==> src/rtl/excp_pkg.sv <==
// Shared types and constants for the exception/interrupt commit sequencer.
// Holds the sequencer state enum, the CSR Ecode values and the bit positions
// of the per-cause flags carried on cmt_excp.
package excp_pkg;

  localparam int unsigned XLEN    = 32;
  localparam int unsigned EXCP_W  = 6;
  localparam int unsigned ECODE_W = 6;
  localparam int unsigned ESUB_W  = 9;
  localparam int unsigned CNT_W   = 4;

  typedef enum logic [1:0] {
    ST_IDLE  = 2'd0,
    ST_FLUSH = 2'd1,
    ST_REDIR = 2'd2,
    ST_DRAIN = 2'd3
  } state_e;

  // Ecode values written to the CSR file
  localparam logic [ECODE_W-1:0] ECODE_INT  = 6'h00;
  localparam logic [ECODE_W-1:0] ECODE_ADEF = 6'h08;
  localparam logic [ECODE_W-1:0] ECODE_ALE  = 6'h09;
  localparam logic [ECODE_W-1:0] ECODE_SYS  = 6'h0B;
  localparam logic [ECODE_W-1:0] ECODE_BRK  = 6'h0C;
  localparam logic [ECODE_W-1:0] ECODE_INE  = 6'h0D;
  localparam logic [ECODE_W-1:0] ECODE_IPE  = 6'h0E;

  // Bit positions inside cmt_excp
  localparam int unsigned EXCP_ADEF = 0;
  localparam int unsigned EXCP_INE  = 1;
  localparam int unsigned EXCP_IPE  = 2;
  localparam int unsigned EXCP_SYS  = 3;
  localparam int unsigned EXCP_BRK  = 4;
  localparam int unsigned EXCP_ALE  = 5;

endpackage

==> src/rtl/excp_prio_enc.sv <==
// Trap-event priority encoder (purely combinational).
// Picks the single highest-priority event of a committing instruction:
// INT > ADEF > INE > IPE > SYS > BRK > ALE > ERTN.
// Ports:
//   has_int   - pending enabled interrupt (used only with EXCP_CTRL_INT_EN)
//   cmt_excp  - per-cause exception flags
//   cmt_ertn  - instruction is ERTN
//   take      - some trap event is present
//   is_ertn   - the winning event is a trap return
//   ecode     - Ecode of the winning event
//   esubcode  - EsubCode of the winning event (always 0)
// Macro EXCP_CTRL_INT_EN: when defined, has_int takes part in selection.
module excp_prio_enc
  import excp_pkg::*;
(
  input  logic               has_int,
  input  logic [EXCP_W-1:0]  cmt_excp,
  input  logic               cmt_ertn,
  output logic               take,
  output logic               is_ertn,
  output logic [ECODE_W-1:0] ecode,
  output logic [ESUB_W-1:0]  esubcode
);

  logic int_hit;

`ifdef EXCP_CTRL_INT_EN
  assign int_hit = has_int;
`else
  // Interrupts disabled: the port is kept but deliberately unused.
  logic unused_has_int;
  assign unused_has_int = has_int;
  assign int_hit        = 1'b0;
`endif

  // Fixed-priority selection; ERTN only wins when nothing else is pending
  always_comb begin
    take     = int_hit | (|cmt_excp) | cmt_ertn;
    is_ertn  = 1'b0;
    ecode    = ECODE_INT;
    esubcode = '0;
    if (int_hit) begin
      ecode = ECODE_INT;
    end else if (cmt_excp[EXCP_ADEF]) begin
      ecode = ECODE_ADEF;
    end else if (cmt_excp[EXCP_INE]) begin
      ecode = ECODE_INE;
    end else if (cmt_excp[EXCP_IPE]) begin
      ecode = ECODE_IPE;
    end else if (cmt_excp[EXCP_SYS]) begin
      ecode = ECODE_SYS;
    end else if (cmt_excp[EXCP_BRK]) begin
      ecode = ECODE_BRK;
    end else if (cmt_excp[EXCP_ALE]) begin
      ecode = ECODE_ALE;
    end else if (cmt_ertn) begin
      is_ertn = 1'b1;
    end
  end

endmodule

==> src/rtl/excp_ctrl.sv <==
// Exception/interrupt commit sequencer.
// Accepts one trap event per committing instruction, pulses the CSR flush
// (excp_flush or ertn_flush) together with pipe_flush, then offers the
// redirect PC to fetch over a valid/ready handshake and blocks commit for
// DRAIN_CYCLES further cycles before returning to IDLE.
// Ports:
//   clk, reset            - clock, synchronous active-high reset
//   cmt_valid/pc/excp/ertn - committing instruction; cmt_ready accepts it
//   has_int               - pending enabled interrupt
//   eentry, era           - CSR EENTRY / ERA used as redirect targets
//   excp_flush/ertn_flush - one-cycle trap entry / return pulses
//   era_in/ecode_in/esubcode_in - values for the CSR, valid with excp_flush
//   pipe_flush            - kill younger in-flight instructions
//   redir_valid/pc/ready  - redirect handshake to fetch
// Macro EXCP_CTRL_INT_EN: enables interrupt-triggered traps.
module excp_ctrl
  import excp_pkg::*;
#(
  parameter int unsigned DRAIN_CYCLES = 2
) (
  input  logic               clk,
  input  logic               reset,
  input  logic               cmt_valid,
  input  logic [XLEN-1:0]    cmt_pc,
  input  logic [EXCP_W-1:0]  cmt_excp,
  input  logic               cmt_ertn,
  output logic               cmt_ready,
  input  logic               has_int,
  input  logic [XLEN-1:0]    eentry,
  input  logic [XLEN-1:0]    era,
  output logic               excp_flush,
  output logic               ertn_flush,
  output logic [XLEN-1:0]    era_in,
  output logic [ECODE_W-1:0] ecode_in,
  output logic [ESUB_W-1:0]  esubcode_in,
  output logic               pipe_flush,
  output logic               redir_valid,
  output logic [XLEN-1:0]    redir_pc,
  input  logic               redir_ready
);

  logic               enc_take;
  logic               enc_is_ertn;
  logic [ECODE_W-1:0] enc_ecode;
  logic [ESUB_W-1:0]  enc_esub;

  state_e             state_q,       state_d;
  logic [CNT_W-1:0]   cnt_q,         cnt_d;
  logic               kind_ertn_q,   kind_ertn_d;
  logic [XLEN-1:0]    era_in_q,      era_in_d;
  logic [ECODE_W-1:0] ecode_q,       ecode_d;
  logic [ESUB_W-1:0]  esub_q,        esub_d;
  logic [XLEN-1:0]    redir_pc_q,    redir_pc_d;
  logic               cmt_ready_q,   cmt_ready_d;
  logic               excp_flush_q,  excp_flush_d;
  logic               ertn_flush_q,  ertn_flush_d;
  logic               pipe_flush_q,  pipe_flush_d;
  logic               redir_valid_q, redir_valid_d;

  excp_prio_enc u_prio_enc (
    .has_int  (has_int),
    .cmt_excp (cmt_excp),
    .cmt_ertn (cmt_ertn),
    .take     (enc_take),
    .is_ertn  (enc_is_ertn),
    .ecode    (enc_ecode),
    .esubcode (enc_esub)
  );

  // Next-state, latch and output decode; outputs are decoded from the next
  // state so every output leaves a flop.
  always_comb begin
    state_d     = state_q;
    cnt_d       = cnt_q;
    kind_ertn_d = kind_ertn_q;
    era_in_d    = era_in_q;
    ecode_d     = ecode_q;
    esub_d      = esub_q;
    redir_pc_d  = redir_pc_q;

    unique case (state_q)
      ST_IDLE: begin
        if (cmt_valid && enc_take) begin
          kind_ertn_d = enc_is_ertn;
          era_in_d    = cmt_pc;
          ecode_d     = enc_ecode;
          esub_d      = enc_esub;
          state_d     = ST_FLUSH;
        end
      end
      ST_FLUSH: begin
        redir_pc_d = kind_ertn_q ? era : eentry;
        state_d    = ST_REDIR;
      end
      ST_REDIR: begin
        if (redir_ready) begin
          if (DRAIN_CYCLES == 0) begin
            state_d = ST_IDLE;
          end else begin
            state_d = ST_DRAIN;
            cnt_d   = CNT_W'(DRAIN_CYCLES);
          end
        end
      end
      ST_DRAIN: begin
        // Counter starts at DRAIN_CYCLES, so the last drain cycle sees 1
        if (cnt_q <= CNT_W'(1)) begin
          state_d = ST_IDLE;
        end else begin
          cnt_d = cnt_q - CNT_W'(1);
        end
      end
      default: state_d = ST_IDLE;
    endcase

    cmt_ready_d   = (state_d == ST_IDLE);
    pipe_flush_d  = (state_d == ST_FLUSH);
    excp_flush_d  = (state_d == ST_FLUSH) && !kind_ertn_d;
    ertn_flush_d  = (state_d == ST_FLUSH) &&  kind_ertn_d;
    redir_valid_d = (state_d == ST_REDIR);
  end

  // State, latched trap data and registered outputs
  always_ff @(posedge clk) begin
    if (reset) begin
      state_q       <= ST_IDLE;
      cnt_q         <= '0;
      kind_ertn_q   <= 1'b0;
      era_in_q      <= '0;
      ecode_q       <= '0;
      esub_q        <= '0;
      redir_pc_q    <= '0;
      cmt_ready_q   <= 1'b1;
      excp_flush_q  <= 1'b0;
      ertn_flush_q  <= 1'b0;
      pipe_flush_q  <= 1'b0;
      redir_valid_q <= 1'b0;
    end else begin
      state_q       <= state_d;
      cnt_q         <= cnt_d;
      kind_ertn_q   <= kind_ertn_d;
      era_in_q      <= era_in_d;
      ecode_q       <= ecode_d;
      esub_q        <= esub_d;
      redir_pc_q    <= redir_pc_d;
      cmt_ready_q   <= cmt_ready_d;
      excp_flush_q  <= excp_flush_d;
      ertn_flush_q  <= ertn_flush_d;
      pipe_flush_q  <= pipe_flush_d;
      redir_valid_q <= redir_valid_d;
    end
  end

  assign cmt_ready   = cmt_ready_q;
  assign excp_flush  = excp_flush_q;
  assign ertn_flush  = ertn_flush_q;
  assign pipe_flush  = pipe_flush_q;
  assign redir_valid = redir_valid_q;
  assign redir_pc    = redir_pc_q;
  assign era_in      = era_in_q;
  assign ecode_in    = ecode_q;
  assign esubcode_in = esub_q;

endmodule

==> config.mk <==
export PLATFORM = sky130hd
export DESIGN_NAME = excp_ctrl
export DESIGN_NICKNAME = d
export VERILOG_FILES = /design/src/rtl/excp_pkg.sv /design/src/rtl/excp_prio_enc.sv /design/src/rtl/excp_ctrl.sv
export SDC_FILE = /design/constraint.sdc
export NUM_CORES = 1
export LEC_CHECK = 0
export BUFFER_PORTS_ARGS = -buffer_cell sky130_fd_sc_hd__buf_2
export CORE_MARGIN = 2
export CORE_UTILIZATION = 40
export DETAILED_ROUTE_END_ITERATION = 8
export GPL_TIMING_DRIVEN = 1
export PLACE_DENSITY = 0.73
export SLEW_MARGIN = 10
export SYNTH_ARGS = -nofsm -noshare
export SYNTH_HDL_FRONTEND = slang
export SYNTH_SLANG_ARGS = --single-unit
==> constraint.sdc <==
create_clock -name clk -period 1.6 [get_ports clk]
set_input_delay 0.32 -clock clk [delete_from_list [all_inputs] [get_ports clk]]
set_output_delay 0.32 -clock clk [all_outputs]
set_load 0.05 [all_outputs]
==> reports/metrics.cfg <==
[run_status]
outcome=finished clean

[cts]
holdBufCountCts=0
htree_levels=3
clock_latency_ns=0.34
tritoncts=built
cts.path.max_buffers=2
clkTransAtPathRegs_ns=0.08
cts.sinks=80
root_buffer=clkbuf_8
cts_inserted_buffers=9

[die]
io_pins=192
die_y_um=96.7
placementRows=33
die_w_um=96.7
start_util_pct=41.6
core_sq_um=8260
die_area_sq_um=9350

[pwr]
p_per_area_nw_per_um2=1160
peakVddDrop_mv=0.599
power.leakage_uw=0.00213

[grt]
grt_overflow=0
grt_max_degree=65
antenna_found_initial=0
grt_pass1_wl_mm=14.5
grt_usage_pct=18.6
grt_pass1_vias=3163

[setup_path]
cp-end-kind=register
cp_slowest_cell=or4_4
crit_type=input port to register
path_max_fanout=28
r2r_start=state_q[1]$_SDFF_PP0_
cp.arrival_ns=1.78
path_cells=buf_2, or4_4, o41a_1, buf_12, nand2_1, a21oi_2
worstPathRequired_ns=1.84
r2r_cells=5
regToRegEndpoint=cmt_ready$_SDFF_PP1_
cp_top_family=simple AND/OR/NAND/NOR gates
cp_num_buf_inv=2
startpoint_type=input port
max_stage_delay_ns=0.56
r2r_slack_ns=0.05

[logic_synthesis]
ys_seq_area_share_pct=46.6
yosysWarningCount=0
synthCells=378
synth_top_area_share_pct=46.6
synth-simple-area-share_pct=17.6
synth.largest_area_cell=dfxtp_1
synth_edf_count=0
ys_types=42
ys_top_cells_by_area=dfxtp_1 (47%), mux2i_1 (9.3%), a211oi_1 (7.4%)
synth_top_family_by_area=compound AO/OA/AOI/OAI gates
synthAdderAreaFrac_pct=0.728
synthMuxAreaShare_pct=9.32
syn_area_per_cell_sq_um=9.09
ys_ff_latch=80
ys_async_sr_fraction_pct=0
synth_compound_area_share_pct=18.5
synth_area_sq_um=3440
synth-main-ff-cell=dfxtp_1
yosys.area_share.xor_xnor_pct=0.255

[routing]
via_count=3220
drt_iter0_markers=64
wl_mm=8.64
viasPerCell=4.83
ant_nets=0
drt_pass1_iterations=4
drc=0
wl_per_cell_um=12.9

[sta]
timing.fmax_mhz=646
period_share_pct=96.8
finalSetupViolCount=0
rsz0062_at_grt=yes
finalHoldViolCount=0
hold_slack_ns=0.218
finClkSkew_ns=0.00808
period_needed_ns=1.55
finalMaxSlewViolations=0

[final_layout]
seqCellArea_sq_um=1610
multi_input_area_sq_um=1670
antenna_cells=0
nFillCells=747
post-route-cell-area_sq_um=4720
layout_common_cells=buf_2 (179), dfxtp_1 (77), nand2_1 (54), nor2_1 (39), a211oi_1 (34)
drive_gt1_share_pct=47.0
finalCoreUtilization_pct=57.2
final_common_cell=buf_2
syn_to_final_growth_pct=37.4
layout.nets=667

[placed_design]
place_hpwl_mm=6.52
place_congestion=0.808
placed_area_sq_um=4500
io_buffers=179

[worst_hold_path]
hold_path.class=input port to register
hold_end=era_in[1]$_SDFFE_PP0P_
hold_start=cmt_pc[1]
holdPathStages=3

[run]
cap_violations=0

-- synth_stat cells, types with 2 or more instances --
cell and n:
nand2_2 19, nand2_1 54, buf_6 3, a211oi_1 34
buf_4 11, clkbuf_1 22, dfxtp_1 80, nor3b_1 2
buf_2 2, nor2_1 40, mux2i_1 32, a21oi_2 19
ha_1 2, o21ai_0 3, inv_1 6, a21oi_1 21
nor3_1 3
-- per-layer routing --
layer,vias to the layer above,track usage [%],share of wire [%],routed length (um)
li1,1634,-,-,-
met1,1433,21.3,41,3570
met2,141,31.2,47,4070
met3,12,7.80,10,868
met4,0,6.28,1.5,133
met5,-,0,0,0
-- cell type report --
| cell class | count | area share (%) |
|---|---|---|
| Clock inverter | 4 | 1.14 |
| Sequential cell | 80 | 34.0 |
| Multi-Input combinational cell | 263 | 35.4 |
| Timing Repair Buffer | 197 | 23.2 |
| Clock buffer | 12 | 3.07 |
| Tap cell | 105 | 2.78 |
| Inverter | 6 | 0.477 |
-- power breakdown --
| part | total (uW) | internal, uW | switching (uW) |
|---|---|---|---|
| clock network | 1470 | 768 | 705 |
| registers | 2290 | 2190 | 99.3 |
| logic | 1730 | 519 | 1210 |
-- per-stage QoR --
step	setup WS (ns)	setup TNS [ns]	instances	total power (uW)
after global routing	-0.0242	-0.0322	667	5780
after global placement	-0.270	-9.87	651	4030
after CTS	0.0192	0	667	5550
after detailed placement	-0.319	-10.81	651	4070
final	0.0515	0	667	5490
after floorplan	-0.197	-6.00	388	3600
-- sequential cells by signal, indices dropped and copies added (netlist names), 2 cells and up --
signal / flops
state_q: 2
era_in: 32
redir_pc: 32
ecode_in: 4
cnt_q: 4
-- what timing repair did --
action                     in CTS  in global routing
setup endpoints to repair       2                  6
gates cloned                    0                  0
gates resized for setup         3                  3
buffers inserted                0                  0
-- how the worst max path moves through the flow --
| stage | startpoint | end | slack, ns | cells after the start |
|---|---|---|---|---|
| after floorplan | cmt_excp[3] | era_in[10]$_SDFFE_PP0P_ | -0.20 | 5 |
| after global placement | cmt_excp[3] | era_in[10]$_SDFFE_PP0P_ | -0.27 | 6 |
| after detailed placement | cmt_excp[3] | era_in[26]$_SDFFE_PP0P_ | -0.32 | 6 |
| after CTS | cnt_q[0]$_SDFFE_PP0P_ | cnt_q[0]$_SDFFE_PP0P_ | 0.02 | 6 |
| after global routing | state_q[1]$_SDFF_PP0_ | ecode_in[1]$_SDFFE_PP0P_ | -0.02 | 5 |
| final | cmt_excp[3] | era_in[26]$_SDFFE_PP0P_ | 0.05 | 6 |
-- cell families after synthesis --
family / Yosys count
buffers and inverters: 45
flip-flops: 80
adder cells (fa/ha/maj): 2
other: 1
XOR/XNOR: 1
AO/OA/AOI/OAI: 86
multiplexers: 32
AND/OR/NAND/NOR: 131
-- worst reg2reg max path, stage by stage, from the launching register on --
cell,delay [ns]
dfxtp_2,0.34
buf_4,0.17
or3b_2,0.53
nor2_1,0.17
o21ai_2,0.10
o211a_1,0.14
Power figures use the tool's default switching activity.
